===== src/rtl/mem_seg_pkg.sv =====
// mem_seg_pkg: shared FSM state type and active-low seven-segment patterns
package mem_seg_pkg;
  typedef enum logic [2:0] {S_IDLE, S_REQ, S_WAIT, S_NEXT, S_COMMIT} state_t;
  localparam logic [6:0] SEG_BLANK = 7'b1111111;
  localparam logic [15:0][6:0] SEG_LUT = {
    7'h0E, 7'h06, 7'h21, 7'h46, 7'h03, 7'h08, 7'h10, 7'h00,
    7'h78, 7'h02, 7'h12, 7'h19, 7'h30, 7'h24, 7'h79, 7'h40
  };
endpackage


===== src/rtl/seg_decoder.sv =====
// seg_decoder: registered hex nibble to active-low seven-segment lookup
import mem_seg_pkg::*;
module seg_decoder (
  input  logic       clk,
  input  logic       rst_n,
  input  logic       en,
  input  logic [3:0] nib,
  output logic [6:0] seg
);
  always_ff @(posedge clk or negedge rst_n)
    if (!rst_n) seg <= SEG_LUT[0];
    else if (en) seg <= SEG_LUT[nib];
endmodule


===== src/rtl/mem_seg_monitor.sv =====
// mem_seg_monitor: periodic memory scan committed atomically to 7-seg digits
// MEM_SEG_HEARTBEAT_EN: led blinks from a free-running counter instead of mirroring scan_err
import mem_seg_pkg::*;
module mem_seg_monitor #(
  parameter int ADDR_WIDTH     = 10,
  parameter int DATA_WIDTH     = 32,
  parameter int NUM_WORDS      = 3,
  parameter int BASE_ADDR      = 0,
  parameter int CLK_FREQ       = 10_000_000,
  parameter int REFRESH_HZ     = 10,
  parameter int TIMEOUT_CYCLES = 16
) (
  input  logic                    clk,
  input  logic                    rst_n,
  input  logic                    enable,
  input  logic                    bus_busy,
  output logic                    rd_req,
  output logic [ADDR_WIDTH-1:0]   rd_addr,
  input  logic [DATA_WIDTH-1:0]   rd_data,
  input  logic                    rd_valid,
  output logic [14*NUM_WORDS-1:0] seg,
  output logic                    scan_done,
  output logic                    scan_err,
  output logic                    led
);
  localparam int DIV = CLK_FREQ / REFRESH_HZ;
  localparam int DW  = DIV > 1 ? $clog2(DIV) : 1;
  localparam int IW  = NUM_WORDS > 1 ? $clog2(NUM_WORDS) : 1;
  localparam int TW  = $clog2(TIMEOUT_CYCLES + 1);
  localparam logic [ADDR_WIDTH-1:0] BASE = ADDR_WIDTH'(BASE_ADDR);
  state_t state, nxt;
  logic [DW-1:0] div_cnt;
  logic [IW-1:0] idx;
  logic [TW-1:0] t_cnt;
  logic [NUM_WORDS-1:0][7:0] shadow;
  logic tick, last, timeout, commit;
  logic unused_mid;
  assign unused_mid = ^rd_data;
  assign tick    = div_cnt == DW'(DIV - 1);
  assign last    = idx == IW'(NUM_WORDS - 1);
  assign timeout = state == S_WAIT && !rd_valid && t_cnt == TW'(TIMEOUT_CYCLES - 1);
  assign rd_addr = BASE + ADDR_WIDTH'(idx);
  always_ff @(posedge clk or negedge rst_n)
    if (!rst_n) div_cnt <= '0;
    else div_cnt <= tick ? '0 : div_cnt + 1'b1;
  always_ff @(posedge clk or negedge rst_n)
    if (!rst_n) state <= S_IDLE;
    else state <= nxt;
  always_comb begin
    nxt = state;
    case (state)
      S_IDLE:   nxt = tick && enable ? S_REQ : S_IDLE;
      S_REQ:    nxt = !enable ? S_IDLE : bus_busy ? S_REQ : S_WAIT;
      S_WAIT:   nxt = rd_valid ? S_NEXT : timeout ? S_IDLE : S_WAIT;
      S_NEXT:   nxt = !enable ? S_IDLE : last ? S_COMMIT : S_REQ;
      default:  nxt = S_IDLE;
    endcase
  end
  always_comb begin
    rd_req = state == S_REQ && enable && !bus_busy;
    commit = state == S_COMMIT && enable;
  end
  // only the two displayed nibbles of each word are kept
  always_ff @(posedge clk or negedge rst_n)
    if (!rst_n) begin
      idx       <= '0;
      t_cnt     <= '0;
      shadow    <= '0;
      scan_done <= 1'b0;
      scan_err  <= 1'b0;
    end else begin
      idx       <= state == S_IDLE ? '0 : state == S_NEXT && !last ? idx + 1'b1 : idx;
      t_cnt     <= state == S_WAIT ? t_cnt + 1'b1 : '0;
      if (state == S_WAIT && rd_valid)
        shadow[idx] <= {rd_data[DATA_WIDTH-1 -: 4], rd_data[3:0]};
      scan_done <= commit;
      scan_err  <= timeout ? 1'b1 : commit ? 1'b0 : scan_err;
    end
  // decoder registers double as the committed display
  for (genvar k = 0; k < NUM_WORDS; k++) begin : g_word
    seg_decoder u_lo (.clk(clk), .rst_n(rst_n), .en(commit), .nib(shadow[k][3:0]), .seg(seg[14*k +: 7]));
    seg_decoder u_hi (.clk(clk), .rst_n(rst_n), .en(commit), .nib(shadow[k][7:4]), .seg(seg[14*k+7 +: 7]));
  end
`ifdef MEM_SEG_HEARTBEAT_EN
  localparam int HALF = CLK_FREQ / 2;
  localparam int HW   = HALF > 1 ? $clog2(HALF) : 1;
  logic [HW-1:0] hb_cnt;
  always_ff @(posedge clk or negedge rst_n)
    if (!rst_n) begin
      hb_cnt <= '0;
      led    <= 1'b0;
    end else if (hb_cnt == HW'(HALF - 1)) begin
      hb_cnt <= '0;
      led    <= ~led;
    end else hb_cnt <= hb_cnt + 1'b1;
`else
  assign led = scan_err;
`endif
endmodule


===== config.mk =====
export PLATFORM = sky130hd
export DESIGN_NAME = mem_seg_monitor
export DESIGN_NICKNAME = d
export VERILOG_FILES = /design/src/rtl/mem_seg_pkg.sv /design/src/rtl/seg_decoder.sv /design/src/rtl/mem_seg_monitor.sv
export SDC_FILE = /design/constraint.sdc
export NUM_CORES = 1
export LEC_CHECK = 0
export ABC_AREA = 0
export CORE_MARGIN = 8
export CORE_UTILIZATION = 54
export DETAILED_ROUTE_END_ITERATION = 7
export PLACE_DENSITY = 0.81
export SLEW_MARGIN = 25
export SYNTH_ARGS = -nofsm -noshare
export SYNTH_HDL_FRONTEND = slang
export SYNTH_SLANG_ARGS = --single-unit

===== constraint.sdc =====
create_clock -name clk -period 2.1 [get_ports clk]
set_input_delay 0.21 -clock clk [delete_from_list [all_inputs] [get_ports clk]]
set_output_delay 0.21 -clock clk [all_outputs]
set_load 0.03 [all_outputs]

==> summary.md <==
| Metric | Value |
|---|---|
| Run status | `finished, final reports clean` |
| Post-synth top cells | `dfrtp_1 (92), nor2_1 (74), a21oi_1 (57), ha_1 (42), mux2_2 (40)` |
| Max Buffers Root-to-Sink | `2` |
| Area occupied by registers | `about 2500 um^2` |
| Sequential share of power | `between 40 and 50%` |
| Placed insts | `714` |
| Filler Cells Inserted | `between 700 and 800` |
| Post-synth top area cell | `dfrtp_1` |
| Synth area leaders | `dfrtp_1 (42%), ha_1 (9.7%), mux2_2 (8.3%)` |
| Most frequent cell after synthesis | `dfrtp_1` |
| Reg-to-reg slack, setup | `110 ps` |
| Multi-input gate area | `2750 um^2` |
| Final nets | `672` |
| Largest net degree at the start of global routing | `between 40 and 50` |
| Finish-stage setup viols | `0` |
| Port Buf Inserts | `60` |
| TNS Setup | `0 ps` |
| Htree depth | `3` |
| Lkg Pwr | `between 2 and 3 nW` |
| Number of global-route vias before repair | `between 4000 and 5000` |
| Routability Congestion | `between 0.8 and 0.9` |
| Congestion Overflow GR | `0` |
| VDD IR max | `0.486 mV` |
| Critical path data required time | `roughly 2400 ps` |
| Wire per inst | `between 15 and 20 um` |
| Ys flop type | `dfrtp_1` |
| Post-CTS Setup Bufs | `0` |
| DRC | `0` |
| Critical Path Source Type | `flip-flop` |
| Synth-to-layout area growth | `18.3%` |
| Clk pwr share | `23.2%` |
| Post-synth top area share | `between 40% and 50%` |
| Fin crit share | `a little over nine tenths` |
| CP delay by family, top | `simple AND/OR/NAND/NOR gates` |
| Tightest Hold Check Type | `in -> async` |
| Die width | `116 um` |
| Origin of the critical flop-to-flop path | `div_cnt[0]` |
| Worst Skew | `roughly 13 ps` |
| Clk root buf | `clkbuf_8` |
| Worst-Skew Late Latency | `around 360 ps` |
| Clk sinks | `98` |
| Die area | `13500 um^2` |
| Detail Route Antenna Nets | `0` |
| Worst R2R Path Depth | `5` |
| Crit-path cells | `ha_1, nand2_1, or4_1, or3_1, a21oi_1` |
| Antenna Cells | `0` |
| Cell Area, Synth | `5440 um^2` |
| Combinational Power Share | `33.4%` |
| Syn_area_per_cell | `between 10 and 15 um^2` |
| YS warnings | `0` |
| Switching part of the total | `about 36%` |
| Max cap viols | `0` |
| Switching power | `just over 2 mW` |
| Cell Count, Final, Fillers Out | `731` |
| RSZ-0062 raised after global routing | `no` |
| Tmin final | `between 1500 and 2000 ps` |
| EDFF count, synth | `0` |
| WL final | `between 10000 and 15000 um` |
| Ys async rst share | `between 90% and 100%` |
| Vias per cell | `5.51` |
| CTS tree | `built` |
| Core footprint | `just under 10000 um^2` |
| Worst R2R End | `div_cnt[14]` |
| Post-route design area | `6440 um^2` |
| Buf/Inv on CP | `0` |
| Flops & latches, synth | `roughly 100` |
| IO Count | `93` |
| Kind of critical path | `reg -> reg` |
| Die Ht | `116 um` |
| First-iteration detailed-routing DRC count | `approximately 200` |
| Crit path max fanout | `6` |
| Post-DP HPWL | `about 8400 um` |
| First-pass GRT wire length | `about 19000 um` |
| Worst path slowest cell | `or4_1` |
| Power density over the cells | `approximately 900 nW/um^2` |
| Final Hold Fails | `0` |
| Critical path endpoint category | `flip-flop` |
| Int Pwr | `about 3.7 mW` |
| Slew Limit Fails | `0` |
| Sequential element share of the synthesized area | `45.2%` |
| Initial antenna violation count | `0` |
| Fmax | `around 500 MHz` |
| Worst-path clk slew | `about 90 ps` |
| DR vias | `approximately 4000` |
| Synthesized instance count | `around 530` |
| Max stage delay on crit path | `~630 ps` |
| Initial Util | `55.7%` |
| Cts bufs inserted | `9` |
| Critical path data arrival time | `approximately 2300 ps` |
| Rows | `36` |
| All-Layer GR Usage | `17.9%` |
| Cell area after placement | `a little over 6000 um^2` |
| Share of cells above drive strength 1 | `15.4%` |
| DRT Pass-1 Iters | `4` |
| Yosys cell types | `between 40 and 50` |
==> registers in the layout, summed over array words and instances, names as in the netlist <==
name             flops
div_cnt             20
g_word.u_hi.seg     21
g_word.u_lo.seg     21
idx                  2
led                  1
scan_done            1
shadow              24
state                3
t_cnt                5
==> worst register-to-register path, delay by kind of cell, from the launching register on <==
| kind | cells | cell delay, ps |
|---|---|---|
| fa+ha+maj | 1 | 240 |
| compound gates | 1 | 170 |
| simple gates | 3 | 1080 |
| flops | 1 | 410 |
==> through the flow <==
stage	utilization (%)	power (mW)	worst slack (ps)	hold WS [ps]
CTS	65.8	5.81	77.9	330
detailed placement	63.5	4.45	106	178
floorplan	-	3.92	10.1	-85.6
finish	65.9	5.80	112	322
global placement	63.5	4.32	145	163
global route	65.9	6.16	36.4	366
==> metal layers <==
| layer | vias to the layer above | GRT usage (%) | part of all wire [%] |
|---|---|---|---|
| li1 | 1946 | - | - |
| met4 | 0 | 7.43 | 1.9 |
| met2 | 86 | 30.9 | 50 |
| met5 | - | 0 | 0 |
| met1 | 1981 | 21.3 | 43 |
| met3 | 16 | 3.72 | 5.2 |
==> how the worst max path moves through the flow <==
| stage | startpoint | end | slack, ps | cells past startpoint |
|---|---|---|---|---|
| after global routing | div_cnt[0] | div_cnt[14] | 40 | 5 |
| after CTS | state[0] | rd_req | 80 | 3 |
| final | div_cnt[0] | div_cnt[14] | 110 | 5 |
| after global placement | enable | g_word[1].u_hi.seg[3] | 150 | 5 |
| after detailed placement | div_cnt[0] | div_cnt[14] | 110 | 5 |
| after floorplan | state[0] | state[1] | 10 | 4 |
==> cell type report <==
type | count | share of cell area, %
Multi-Input combinational cell | 381 | 42.8
Clock buffer | 10 | 2.14
Sequential cell | 98 | 38.2
Tap cell | 133 | 2.59
Inverter | 28 | 1.63
Clock inverter | 6 | 1.24
Timing Repair Buffer | 75 | 11.4
==> layout by cell type, fill, tap and decap left out, types with 10 or more instances in the layout <==
| cell | netlist | routed |
|---|---|---|
| ha_1 | 42 | 42 |
| inv_1 | 28 | 28 |
| a21oi_1 | 57 | 57 |
| clkdlybuf4s50_1 | 0 | 58 |
| buf_4 | 9 | 14 |
| dfrtp_1 | 92 | 92 |
| nand3_1 | 12 | 12 |
| nand2_1 | 27 | 27 |
| mux2i_1 | 16 | 16 |
| clkbuf_8 | 0 | 10 |
| nor2_1 | 74 | 74 |
| mux2_2 | 40 | 40 |
==> power by group through the flow <==
stage	Combinational (mW)	Sequential, mW	Clock (mW)
floorplan	1.51	2.41	0
global placement	1.81	2.51	0
detailed placement	1.91	2.54	0
CTS	1.93	2.50	1.37
global route	2.16	2.56	1.44
finish	1.94	2.51	1.34
==> timing repair <==
item / 4_1_cts / 5_1_grt
hold endpoints to repair: 28 / 0
resized for setup: 0 / 1
setup endpoints to repair: 0 / 1
hold buffers: 1 / 0
==> kinds of logic (layout without fill, tap and decap cells) <==
kind of cell	after synthesis	count (layout)	synth area share [%]
fa+ha+maj	42	42	9.66
compound gates	89	89	9.26
buf+inv	60	119	4.92
xor+xnor	16	16	2.57
other cells	1	8	0.0689
flops	98	98	45.2
mux	63	63	13.9
simple gates	163	163	14.4
No activity file was read; power rests on OpenSTA's default activity.
